### config.mk
export PLATFORM = sky130hd
export DESIGN_NAME = key_gesture_decoder_flat
export DESIGN_NICKNAME = d
export VERILOG_FILES = /design/src/rtl/key_pkg.sv /design/src/rtl/key_gesture_decoder_if.sv /design/src/rtl/key_debounce.sv /design/src/rtl/key_gesture_decoder.sv /design/src/flat_wrapper.sv
export SDC_FILE = /design/constraint.sdc
export NUM_CORES = 1
export LEC_CHECK = 0
export ABC_AREA = 1
export CAP_MARGIN = 40
export CORE_MARGIN = 1
export CORE_UTILIZATION = 29
export DETAILED_ROUTE_END_ITERATION = 16
export MAX_ROUTING_LAYER = met4
export PLACE_DENSITY = 0.54
export SETUP_SLACK_MARGIN = 0.15
export SYNTH_ARGS = -nofsm -noshare
export SYNTH_HDL_FRONTEND = slang
export SYNTH_HIERARCHICAL = 1
export SYNTH_SLANG_ARGS = --single-unit
export TNS_END_PERCENT = 20
### constraint.sdc
create_clock -name clk -period 2.65 [get_ports clk]
set_input_delay 0.3975 -clock clk [delete_from_list [all_inputs] [get_ports clk]]
set_output_delay 0.3975 -clock clk [all_outputs]
set_load 0.005 [all_outputs]
### src/rtl/key_pkg.sv
// rtl/key_pkg.sv - shared gesture decoder types and default timing constants
package key_pkg;

    typedef enum logic [2:0] {
        IDLE,
        PRESS1,
        WAIT_GAP,
        PRESS2,
        LONG_HELD
    } gesture_state_e;

    // Defaults assume a 50 MHz clock: 20 ms debounce, 1 s long press, 300 ms double gap
    localparam int KEY_DEBOUNCE_CYC   = 1_000_000;
    localparam int KEY_LONG_CYC       = 50_000_000;
    localparam int KEY_DOUBLE_GAP_CYC = 15_000_000;

    function automatic int max_int(input int a, input int b);
        return (a > b) ? a : b;
    endfunction

endpackage

### src/rtl/key_gesture_decoder_if.sv
// rtl/key_gesture_decoder_if.sv - raw key input and debounced level / gesture pulse outputs
interface key_gesture_decoder_if;

    logic key_in;
    logic key_state;
    logic short_press;
    logic long_press;
    logic double_press;

    modport master (
        output key_in,
        input  key_state, short_press, long_press, double_press
    );

    modport slave (
        input  key_in,
        output key_state, short_press, long_press, double_press
    );

endinterface

### src/rtl/key_debounce.sv
// rtl/key_debounce.sv - 2-FF synchronizer plus stable-count debouncer with press/release strobes
module key_debounce
    import key_pkg::*;
#(
    parameter int DEBOUNCE_CYC = KEY_DEBOUNCE_CYC
) (
    input  logic clk,
    input  logic rst_n,
    input  logic key_in,
    output logic key_state,
    output logic press_ev,
    output logic rel_ev
);

    localparam int CNT_W = $clog2(DEBOUNCE_CYC + 1);
    localparam logic [CNT_W-1:0] CNT_LAST = CNT_W'(DEBOUNCE_CYC - 1);

    logic             sync1;
    logic             sync2;
    logic [CNT_W-1:0] cnt;
    logic             pressed;
    logic             flip;

    assign pressed = ~sync2;
    assign flip    = (pressed != key_state) && (cnt == CNT_LAST);

    // Synchronizer resets to the released level so a held key is seen as a fresh press
    always_ff @(posedge clk or negedge rst_n) begin
        if (!rst_n) begin
            sync1 <= 1'b1;
            sync2 <= 1'b1;
        end else begin
            sync1 <= key_in;
            sync2 <= sync1;
        end
    end

    always_ff @(posedge clk or negedge rst_n) begin
        if (!rst_n) begin
            cnt <= '0;
        end else if ((pressed == key_state) || flip) begin
            cnt <= '0;
        end else begin
            cnt <= cnt + 1'b1;
        end
    end

    always_ff @(posedge clk or negedge rst_n) begin
        if (!rst_n) begin
            key_state <= 1'b0;
            press_ev  <= 1'b0;
            rel_ev    <= 1'b0;
        end else begin
            press_ev <= flip & ~key_state;
            rel_ev   <= flip & key_state;
            if (flip) begin
                key_state <= ~key_state;
            end
        end
    end

endmodule

### src/rtl/key_gesture_decoder.sv
// rtl/key_gesture_decoder.sv - classifies debounced key gestures into short/long/double press pulses
module key_gesture_decoder
    import key_pkg::*;
#(
    parameter int DEBOUNCE_CYC   = KEY_DEBOUNCE_CYC,
    parameter int LONG_CYC       = KEY_LONG_CYC,
    parameter int DOUBLE_GAP_CYC = KEY_DOUBLE_GAP_CYC
) (
    input  logic                  clk,
    input  logic                  rst_n,
    key_gesture_decoder_if.slave  bus
);

    localparam int TIMER_W = $clog2(max_int(LONG_CYC, DOUBLE_GAP_CYC) + 1);
    localparam logic [TIMER_W-1:0] LONG_T  = TIMER_W'(LONG_CYC);
    localparam logic [TIMER_W-1:0] GAP_T   = TIMER_W'(DOUBLE_GAP_CYC);
    localparam logic [TIMER_W-1:0] TIMER_1 = TIMER_W'(1);

    gesture_state_e     state;
    gesture_state_e     state_nxt;
    logic [TIMER_W-1:0] timer;
    logic [TIMER_W-1:0] timer_nxt;
    logic [TIMER_W-1:0] timer_inc;
    logic               key_state;
    logic               press_ev;
    logic               rel_ev;
    logic               short_nxt;
    logic               long_nxt;
    logic               double_nxt;
    logic               short_q;
    logic               long_q;
    logic               double_q;

    key_debounce #(
        .DEBOUNCE_CYC(DEBOUNCE_CYC)
    ) u_debounce (
        .clk       (clk),
        .rst_n     (rst_n),
        .key_in    (bus.key_in),
        .key_state (key_state),
        .press_ev  (press_ev),
        .rel_ev    (rel_ev)
    );

    assign bus.key_state    = key_state;
    assign bus.short_press  = short_q;
    assign bus.long_press   = long_q;
    assign bus.double_press = double_q;

    assign timer_inc = (timer == '1) ? timer : timer + 1'b1;

    always_ff @(posedge clk or negedge rst_n) begin
        if (!rst_n) begin
            state    <= IDLE;
            timer    <= '0;
            short_q  <= 1'b0;
            long_q   <= 1'b0;
            double_q <= 1'b0;
        end else begin
            state    <= state_nxt;
            timer    <= timer_nxt;
            short_q  <= short_nxt;
            long_q   <= long_nxt;
            double_q <= double_nxt;
        end
    end

    // Timer holds the number of cycles since the strobe that entered PRESS1/WAIT_GAP
    always_comb begin
        state_nxt = state;
        timer_nxt = '0;
        case (state)
            IDLE: begin
                if (press_ev) begin
                    state_nxt = PRESS1;
                    timer_nxt = TIMER_1;
                end
            end
            PRESS1: begin
                if (rel_ev) begin
                    state_nxt = WAIT_GAP;
                    timer_nxt = TIMER_1;
                end else if (timer >= LONG_T) begin
                    state_nxt = LONG_HELD;
                end else begin
                    timer_nxt = timer_inc;
                end
            end
            WAIT_GAP: begin
                if (press_ev) begin
                    state_nxt = PRESS2;
                end else if (timer >= GAP_T) begin
                    state_nxt = IDLE;
                end else begin
                    timer_nxt = timer_inc;
                end
            end
            PRESS2: begin
                if (rel_ev) begin
                    state_nxt = IDLE;
                end
            end
            LONG_HELD: begin
                if (rel_ev) begin
                    state_nxt = IDLE;
                end
            end
            default: state_nxt = IDLE;
        endcase
    end

    // A simultaneous strobe always beats the timer expiry
    always_comb begin
        short_nxt  = (state == WAIT_GAP) && !press_ev && (timer >= GAP_T);
        long_nxt   = (state == PRESS1) && !rel_ev && (timer >= LONG_T);
        double_nxt = (state == PRESS2) && rel_ev;
    end

endmodule

### src/flat_wrapper.sv
// flat-port wrapper written by rule: the top's interface ports become plain ports
module key_gesture_decoder_flat import key_pkg::*;
#(
    parameter int DEBOUNCE_CYC   = KEY_DEBOUNCE_CYC,
    parameter int LONG_CYC       = KEY_LONG_CYC,
    parameter int DOUBLE_GAP_CYC = KEY_DOUBLE_GAP_CYC
)
  (clk, rst_n, bus_key_in, bus_key_state, bus_short_press, bus_long_press, bus_double_press);
  key_gesture_decoder_if bus_i ();
  input  logic clk;
  input  logic rst_n;
  input wire logic [$bits(bus_i.key_in)-1:0] bus_key_in;
  output wire logic [$bits(bus_i.key_state)-1:0] bus_key_state;
  output wire logic [$bits(bus_i.short_press)-1:0] bus_short_press;
  output wire logic [$bits(bus_i.long_press)-1:0] bus_long_press;
  output wire logic [$bits(bus_i.double_press)-1:0] bus_double_press;
  assign bus_i.key_in = bus_key_in;
  assign bus_key_state = bus_i.key_state;
  assign bus_short_press = bus_i.short_press;
  assign bus_long_press = bus_i.long_press;
  assign bus_double_press = bus_i.double_press;
  key_gesture_decoder #(.DEBOUNCE_CYC(DEBOUNCE_CYC), .LONG_CYC(LONG_CYC), .DOUBLE_GAP_CYC(DOUBLE_GAP_CYC)) u_core (.clk(clk), .rst_n(rst_n), .bus(bus_i));
endmodule
* Word level (Yosys, flattened, before mapping)
Index checks and enable logic that the tools add are counted.
** Operators by class
- Bitwise logic cells :: 4
- Order comparisons :: 2
- Eq/ne operators :: 12
- $mul :: 0
- Multiplexer cells :: 15
- Reduce and logical (&&, ||, !) cells :: 12
- Div/mod/pow operators :: 0
- Shift operators :: 0
- $add $sub $neg :: 2
** Operators with widths (count)
- $mux W26 :: 5
- $pmux W26 S3 :: 1
- $add A26 B1 Y26 const B :: 1
- $eq A26 B26 Y1 const B :: 1
- $ge A26 B24 Y1 const B :: 1
- $ge A26 B26 Y1 const B :: 1
- $add A20 B1 Y20 const B :: 1
- $eq A20 B20 Y1 const B :: 1
- $mux W20 :: 1
- $mux W3 :: 6
- $pmux W3 S4 :: 1
- $eq A3 B2 Y1 const B :: 2
- $logic_and A1 B1 Y1 :: 6
- $reduce_and A4 Y1 :: 1
- $eq A3 B1 Y1 const B :: 1
- $eq A3 B3 Y1 const B :: 1
- $logic_not A3 Y1 :: 1
- $ne A3 B2 Y1 const B :: 1
- $ne A3 B3 Y1 const B :: 1
- $and A1 B1 Y1 :: 2
- $logic_not A1 Y1 :: 2
- $ne A2 B1 Y1 const B :: 1
- $ne A2 B2 Y1 const B :: 1
- $not A1 Y1 :: 2
- other kinds (5) :: 5
** Storage, ports and cells
- Memories kept :: 0
- Latch bits :: 0
- ROM bits :: 0
- Bits in registers :: 57
- Memory bits (writable) :: 0
- Word-level logic and storage cells :: 58

* Depth between registers and ports, before layout
Gate-level depths: netlist of run 1.
- Depth in word-level cells :: 5
- Mapped depth :: 11
- Gate-level depth less buffers :: 11

* Modules after synthesis
The synthesis of run 1 kept the hierarchy.
** Modules (own cells, without submodules)
- key_gesture_decoder :: seq. area each 800.8 µm², area each 2220.9 µm², instances 1, cells each 324
- key_debounce :: seq. area each 628.1 µm², area each 1343.8 µm², instances 1, cells each 178

* Worst setup path before layout of run 1
Ideal clock, no wire load.
- Kind :: register to register
- Start point :: reg u_core.timer[0]
- End point :: reg u_core.timer[20]
- Setup time :: 0.113 ns
- Arrival time :: 1.401 ns
- Slack :: 1.136 ns
- Buffers on the path :: 0
- Stages on the path, launching flop included :: 10
- Period minus slack after synthesis :: 1.514 ns
- Cells stage by stage :: dfrtp_1 ha_1 nand2_1 nor2_2 inv_1 nor3_1 xnor2_1 nand2_1 nand2_1 inv_1
** On the way
- Longest elaborated chain between the ends :: 5
- Elaborated cells between the ends (all ways) :: 10
- Classes of those cells :: add/sub: 1; order compare: 2; eq/ne: 1; mux: 6
** RTL lines
- start, declared :: RTL line key_gesture_decoder.sv:21 : logic [TIMER_W-1:0] timer;
- start signal, assigned :: RTL line key_gesture_decoder.sv:61 : timer <= timer_nxt;
- $add A26 B1 Y26 / $eq A26 B26 Y1 (equally long branches) :: RTL line key_gesture_decoder.sv:50 : assign timer_inc = (timer == '1) ? timer : timer + 1'b1;
- $mux W26 :: RTL line key_gesture_decoder.sv:50
- $mux W26 (on tied branches) :: RTL line key_gesture_decoder.sv:92, key_gesture_decoder.sv:83
- $mux W26 (on tied branches) :: RTL line key_gesture_decoder.sv:90, key_gesture_decoder.sv:80
- $pmux W26 S3 (*) :: RTL line key_gesture_decoder.sv:72 : case (state)
- net u_core.timer_nxt[20] :: RTL line key_gesture_decoder.sv:22 : logic [TIMER_W-1:0] timer_nxt;
Mark *: on every way through the listed nets, which the timed path passes. The rest lies on a longest branch.
A chain may end at the register's enable or synchronous reset.

* Worst setup path in the final report of run 1
- Start point :: reg u_core.timer[0]
- End point :: reg u_core.timer[3]
The elaborated chain is that of the path after synthesis.

==> reports/qor.txt, run 1 <==
Status -> complete, but fails checks
Failing checks -> design-rule violations
Tot GR Track Use -> 15.00%
Period utilization -> 70.69%
Clock sink count -> 57
Setup WS pre-CTS -> 0.7960 ns
Die Footprint -> 0.01274 mm2
Post-synth net total -> 508
Total power -> 2.184 mW
Max-cap violations -> 0
Clock tree buffer depth -> 2
Cell count after synthesis -> 502
Actual slew at the worst max-slew pin -> 0.5120 ns
Die Height -> 112.9 um
Leakage power -> 1.830 nW
Hold WC Path Type -> input pin to asynchronous set/reset pin
Number of remaining DRC errors -> 1
Relative slew slack -> 65.86%
Critical path capture point type -> flop
# H-tree levels -> 3
Clock group share of total power -> 57.7%
Reg clk slew, reported paths -> 0.05 ns
WHS -> 0.03737 ns
Setup TNS -> 0 ns
Switching share of total power -> 21.26%
P&R area growth vs syn -> 15.76%
Worst reg2reg startpoint -> u_core/timer[0]$_DFF_PN0_
Root Driver -> clkbuf_16
Required @ worst endpoint -> 2.87 ns
Hold Buf Count CTS -> 0
Post-CTS sizing -> 0
DP HPWL -> 6428 um
Reg-to-reg critical path endpoint -> u_core/timer[3]$_DFF_PN0_
Grt ovf -> 0
Rows -> 40
I/O Buffers -> 6
DRT Pass-1 Iters -> 10
Worst-path fanout max -> 18
Fin worst setup slack -> 0.7766 ns
Horiz. Die Dim -> 112.9 um
Distinct cells, synth -> 36
Final-report max-slew violation count -> 0
Crit path DAT -> 2.09 ns
Final Hold Fails -> 0
Via Count -> 3100
Fin area -> 0.004126 mm2
PD cells -> 529.2 mW/mm2
DP Cell Count -> 655
Minimum clock period after layout -> 1.873 ns
Starting DRT DRC Count -> 238
Seq/Total Area, Yosys -> 40.08%
Layout Nets -> 525
Global-route wire length before repair -> 14540 um
Worst-skew pair later-pin latency -> 0.33 ns
Reg power frac -> 40.4%
Synth Warn # -> 6
Antenna violations before repair -> 0
RSZ-0062 raised after global routing -> false
Int Power -> 1.720 mW
FF+latch count, synth -> 57
Critical path class -> flop to flop
Largest net degree at the start of global routing -> 23
NetSw -> 0.4643 mW
FF-to-FF setup slack -> 0.78 ns
Util after Layout -> 34.35%
Worst vdd ir -> 0.0005169 V
Most frequent cells in the layout -> 142 x nand2_1, 92 x nor2_1, 59 x inv_1
Via/cell ratio -> 4.620
Post-DRT Antenna Nets -> 0
Initial Util -> 29.68%
Clock buffer count from CTS -> 9
Core footprint -> 0.01201 mm2
Gpl congestion -> 0.9001
Mean Syn Cell Area -> 7.101 um2
Share of cells above drive strength 1 -> 12.02%
Avg WL per Cell -> 12.29 um
Number of global-route vias before repair -> 3047
Final worst clock skew -> 0.005452 ns
Fmax achieved -> 533.8 MHz
Worst-case reg-to-reg path depth -> 9
N_diodes -> 0
Drt total wl -> 8245 um
Placed instance area -> 0.003800 mm2
Non-Filler Instances -> 671
Commonest non-fill, non-tap cell in the layout -> nand2_1
TritonCTS clock tree -> done
Combinational Power Share -> 1.9%
Final setup viols -> 0
Post-Syn Area -> 0.003565 mm2
IO Pins -> 7
Startpoint Class -> flop
# Post-CTS Setup Buffers -> 0
-- synthesized netlist by cell type (all sizes together) --
| library cell | n | area [um2] |
|---|---|---|
| nand2 | 149 | 591.8 |
| nor2 | 111 | 479.2 |
| inv | 65 | 249.0 |
| dfrtp | 55 | 1376 |
| nand3 | 30 | 160.2 |
| a21oi | 17 | 96.35 |
| nand4 | 15 | 112.6 |
| xor2 | 14 | 122.6 |
| o21ai | 9 | 45.04 |
| xnor2 | 9 | 78.83 |
| nor3 | 8 | 40.04 |
| buf | 3 | 46.29 |
| ha | 3 | 37.54 |
| dfstp | 2 | 52.55 |
| o22ai | 2 | 12.51 |
| or2 | 2 | 12.52 |
| a21boi | 1 | 7.510 |
| a31oi | 1 | 6.260 |
| and2 | 1 | 6.260 |
| clkinv | 1 | 3.750 |
| nand3b | 1 | 7.510 |
| nor2b | 1 | 6.260 |
| nor4 | 1 | 6.260 |
| o21bai | 1 | 7.510 |
-- power groups by stage --
stage               clock (mW)  combinational, mW  sequential [mW]
floorplan                    0             0.0144            0.897
global route              1.34             0.0481            0.883
CTS                       1.30             0.0433            0.882
global placement             0             0.0373            0.898
finish                    1.26             0.0411            0.883
detailed placement           0             0.0430            0.898
-- worst max path at each step --
| stage | slack (ns) | to | from |
|---|---|---|---|
| 6_report | 0.78 | u_core/timer[3]$_DFF_PN0_ | u_core/timer[0]$_DFF_PN0_ |
| 3_5_place_dp | 0.80 | u_core/timer[3]$_DFF_PN0_ | u_core/timer[0]$_DFF_PN0_ |
| 3_3_place_gp | 0.88 | u_core/timer[2]$_DFF_PN0_ | u_core/timer[0]$_DFF_PN0_ |
| 2_1_floorplan | 1.14 | u_core/timer[20]$_DFF_PN0_ | u_core/timer[0]$_DFF_PN0_ |
| 5_1_grt | 0.63 | u_core/timer[2]$_DFF_PN0_ | u_core/timer[0]$_DFF_PN0_ |
| 4_1_cts | 0.78 | u_core/timer[3]$_DFF_PN0_ | u_core/timer[0]$_DFF_PN0_ |
-- critical path, stage by stage, from the launching register on --
cell	delay (ns)
dfrtp_1	0.43
ha_1	0.25
nand2_1	0.12
nor2_2	0.08
nand4_2	0.12
inv_2	0.07
nand2_4	0.20
clkinv_1	0.23
a21oi_1	0.21
nor2_2	0.06
-- state kept, by name, summed over array words and instances, names as in the netlist --
name                         cells
u_core/u_debounce/rel_ev         1
u_core/u_debounce/press_ev       1
u_core/bus.short_press           1
u_core/bus.double_press          1
u_core/u_debounce/sync2          1
u_core/u_debounce/sync1          1
u_core/bus.long_press            1
u_core/state                     3
u_core/u_debounce/cnt           20
u_core/u_debounce/key_state      1
u_core/timer                    26
-- cells by family after synthesis --
group,count (synthesis),synth area share (%)
AOI/OAI and AO/OA,31,4.914
xor gates and xnor gates,23,5.651
adders and majority gates,3,1.053
buffers and inverters,69,8.389
DFF,57,40.08
and+or+nand+nor,319,39.91
-- metal layers --
metal	up-vias	track usage (%)	wire length [um]
met5	-	-	0
met3	14	3.374	298
met1	1427	18.36	3892
met4	0	5.614	144
met2	52	24.24	3909
li1	1607	-	-
-- area by class of cell --
type | count | area (um2)
clock inverters | 7 | 101.3
inverters | 66 | 252.7
multi-input cells | 376 | 1837
well taps | 147 | 183.9
flip-flops and latches | 57 | 1429
repair buffers | 9 | 97.59
fillers | 1266 | 7885
clock buffers | 9 | 225.2
(Power assumes the default switching activity.)
==> run 2: changes to the inputs <==
Settings changed: PLACE_DENSITY 0.54 to 0.56.
Clock period 2.65 ns to 1.65 ns, I/O delays scaled along.
==> run 2 against run 1 <==
The flow now finishes without violations. Critical path type unchanged. Clock-buffer cell count increased by 3. Critical endpoint is now u_core/timer[0]$_DFF_PN0_. Final area increased by 12%. Core utilization increased by 4.2 points. Sequential power increased by 61%. Total power increased by 62%. Final cell count increased by 4.3%. Global-route usage increased by 0.053 points.
==> reports/qor.txt, run 2 (same netlist as run 1, synthesis figures left out) <==
Status -> finished clean (was complete, but fails checks)
IO Pins -> 7 (unchanged)
Worst-case reg-to-reg path depth -> 10 (was 9)
Starting DRT DRC Count -> 232 (was 238)
N_diodes -> 0 (unchanged)
Via Count -> 3316 (was 3100)
Setup WS pre-CTS -> -0.04735 ns (was 0.7960 ns)
P&R area growth vs syn -> 29.98% (was 15.76%)
Int Power -> 2.838 mW (was 1.720 mW)
Layout Nets -> 554 (was 525)
Crit path DAT -> 1.83 ns (was 2.09 ns)
Util after Layout -> 38.57% (was 34.35%)
Startpoint Class -> flop (unchanged)
Gpl congestion -> 0.8688 (was 0.9001)
Critical path class -> flop to flop (unchanged)
Number of global-route vias before repair -> 3133 (was 3047)
Leakage power -> 2.057 nW (was 1.830 nW)
Initial Util -> 29.68% (unchanged)
Max-cap violations -> 0 (unchanged)
Clock tree buffer depth -> 2 (unchanged)
RSZ-0062 raised after global routing -> true (was false)
FF-to-FF setup slack -> 0.08 ns (was 0.78 ns)
Period utilization -> 95.04% (was 70.69%)
Reg power frac -> 40.2% (was 40.4%)
Rows -> 40 (unchanged)
# H-tree levels -> 3 (unchanged)
Fin area -> 0.004633 mm2 (was 0.004126 mm2)
Avg WL per Cell -> 12.52 um (was 12.29 um)
Die Footprint -> 0.01274 mm2 (unchanged)
Critical path capture point type -> flop (unchanged)
Worst reg2reg startpoint -> u_core/timer[16]$_DFF_PN0_ (was u_core/timer[0]$_DFF_PN0_)
Biggest regs -> u_core/timer: 26 flops, u_core/u_debounce/cnt: 20 flops, u_core/state: 3 flops (unchanged)
Number of remaining DRC errors -> 0 (was 1)
DP HPWL -> 6230 um (was 6428 um)
TritonCTS clock tree -> done (unchanged)
DRT Pass-1 Iters -> 4 (was 10)
Drt total wl -> 8764 um (was 8245 um)
Largest net degree at the start of global routing -> 58 (was 23)
Largest register FFs -> 26 (unchanged)
Final setup viols -> 0 (unchanged)
Placed instance area -> 0.003895 mm2 (was 0.003800 mm2)
Reg-to-reg critical path endpoint -> u_core/timer[0]$_DFF_PN0_ (was u_core/timer[3]$_DFF_PN0_)
Die Height -> 112.9 um (unchanged)
Core footprint -> 0.01201 mm2 (unchanged)
Hold EP -> u_core/u_debounce/sync1$_DFF_PN1_
Actual slew at the worst max-slew pin -> 0.5794 ns (was 0.5120 ns)
WHS -> 0.3204 ns (was 0.03737 ns)
Share of cells above drive strength 1 -> 25.50% (was 12.02%)
Reg clk slew, reported paths -> 0.05 ns (about the same)
Worst-path fanout max -> 7 (was 18)
Clock sink count -> 57 (unchanged)
Worst vdd ir -> 0.0005455 V (was 0.0005169 V)
Most frequent cells in the layout -> 130 x nand2_1, 81 x nor2_1, 57 x inv_1 (was 142 x nand2_1, 92 x nor2_1, 59 x inv_1)
Global-route wire length before repair -> 14730 um (was 14540 um)
Hold WC Path Type -> input pin to flop (was input pin to asynchronous set/reset pin)
Required @ worst endpoint -> 1.92 ns (was 2.87 ns)
Final Hold Fails -> 0 (unchanged)
I/O Buffers -> 6 (unchanged)
Largest register by flop count -> u_core/timer (unchanged)
Horiz. Die Dim -> 112.9 um (unchanged)
Worst Hold Depth -> 1
Via/cell ratio -> 4.737 (was 4.620)
Post-DRT Antenna Nets -> 0 (unchanged)
Minimum clock period after layout -> 1.568 ns (was 1.873 ns)
Root Driver -> clkbuf_16 (unchanged)
Tot GR Track Use -> 15.06% (was 15.00%)
Relative slew slack -> 61.19% (was 65.86%)
Final worst clock skew -> 0.005040 ns (was 0.005452 ns)
CP Launch Point -> u_core/timer[16]$_DFF_PN0_ (was u_core/timer[0]$_DFF_PN0_)
Setup TNS -> 0 ns (unchanged)
Worst-skew pair later-pin latency -> 0.33 ns (about the same)
Fmax achieved -> 637.7 MHz (was 533.8 MHz)
Commonest non-fill, non-tap cell in the layout -> nand2_1 (unchanged)
Combinational Power Share -> 2.1% (was 1.9%)
Final-report max-slew violation count -> 0 (unchanged)
Switching share of total power -> 19.72% (was 21.26%)
Hold path startpoint -> bus_key_in
Antenna violations before repair -> 0 (unchanged)
NetSw -> 0.6973 mW (was 0.4643 mW)
Grt ovf -> 0 (unchanged)
Clock buffer count from CTS -> 9 (unchanged)
Clock group share of total power -> 57.7% (about the same)
PD cells -> 763.1 mW/mm2 (was 529.2 mW/mm2)
Fin worst setup slack -> 0.08186 ns (was 0.7766 ns)
run 2: timing repair:
| action | 4_1_cts | 5_1_grt |
|---|---|---|
| hold endpoints to repair | 55 | 0 |
| cloned | 0 | 1 |
| hold buffers | 1 | 0 |
| buffers inserted | 8 | 7 |
| setup endpoints to repair | 48 | 51 |
| pin swaps | 8 | 21 |
| gates resized for setup | 31 | 44 |
run 2: per-layer routing:
layer / global-route usage (%) / wire length [um] / part of all wire [%] / vias to the layer above
li1: - / - / - / 1657
met2: 25.06 / 4439 / 51 / 80
met1: 17.50 / 3720 / 42 / 1558
met4: 5.965 / 243 / 2.8 / 0
met5: - / 0 / 0 / -
met3: 3.696 / 361 / 4.1 / 21
run 2: critical path, cell delays in order (launching register included):
cell and delay [ns]:
dfrtp_1 0.40, nand2_2 0.11, nor2_4 0.12, nand4_1 0.20, nor2_4 0.25, nand2_8 0.11
nand2_4 0.09, nand2_4 0.05, inv_2 0.05, nand2_2 0.05, nand2_2 0.08
run 2: power by group through the flow:
| stage | Clock [mW] | Combinational, mW | Sequential (mW) |
|---|---|---|---|
| after floorplan | 0 | 0.0231 | 1.44 |
| after global placement | 0 | 0.0634 | 1.44 |
| after detailed placement | 0 | 0.0634 | 1.44 |
| after CTS | 2.09 | 0.0656 | 1.42 |
| after global routing | 2.15 | 0.0886 | 1.42 |
| final | 2.04 | 0.0755 | 1.42 |
run 2: worst max path at each step:
stage / endpoint / slack (ns) / cells after the start
2_1_floorplan: u_core/timer[20]$_DFF_PN0_ / 0.14 / 9
3_3_place_gp: u_core/timer[16]$_DFF_PN0_ / -0.06 / 9
3_5_place_dp: u_core/timer[16]$_DFF_PN0_ / -0.05 / 9
4_1_cts: bus_key_state / 0.09 / 1
5_1_grt: u_core/timer[0]$_DFF_PN0_ / -0.04 / 10
6_report: u_core/timer[0]$_DFF_PN0_ / 0.08 / 10
run 2: final cells by class:
type	instances	area, um2
Multi-Input combinational cell	377	2090
Tap cell	147	183.9
Timing Repair Buffer	37	325.3
Clock buffer	12	256.5
Clock inverter	4	75.07
Inverter	66	262.8
Fill cell	1219	7378
Sequential cell	57	1440
run 2: stage by stage:
stage	instances	total power, mW
2_1_floorplan	502	1.464
3_3_place_gp	667	1.505
3_5_place_dp	667	1.505
4_1_cts	692	3.575
5_1_grt	700	3.663
6_report	700	3.536
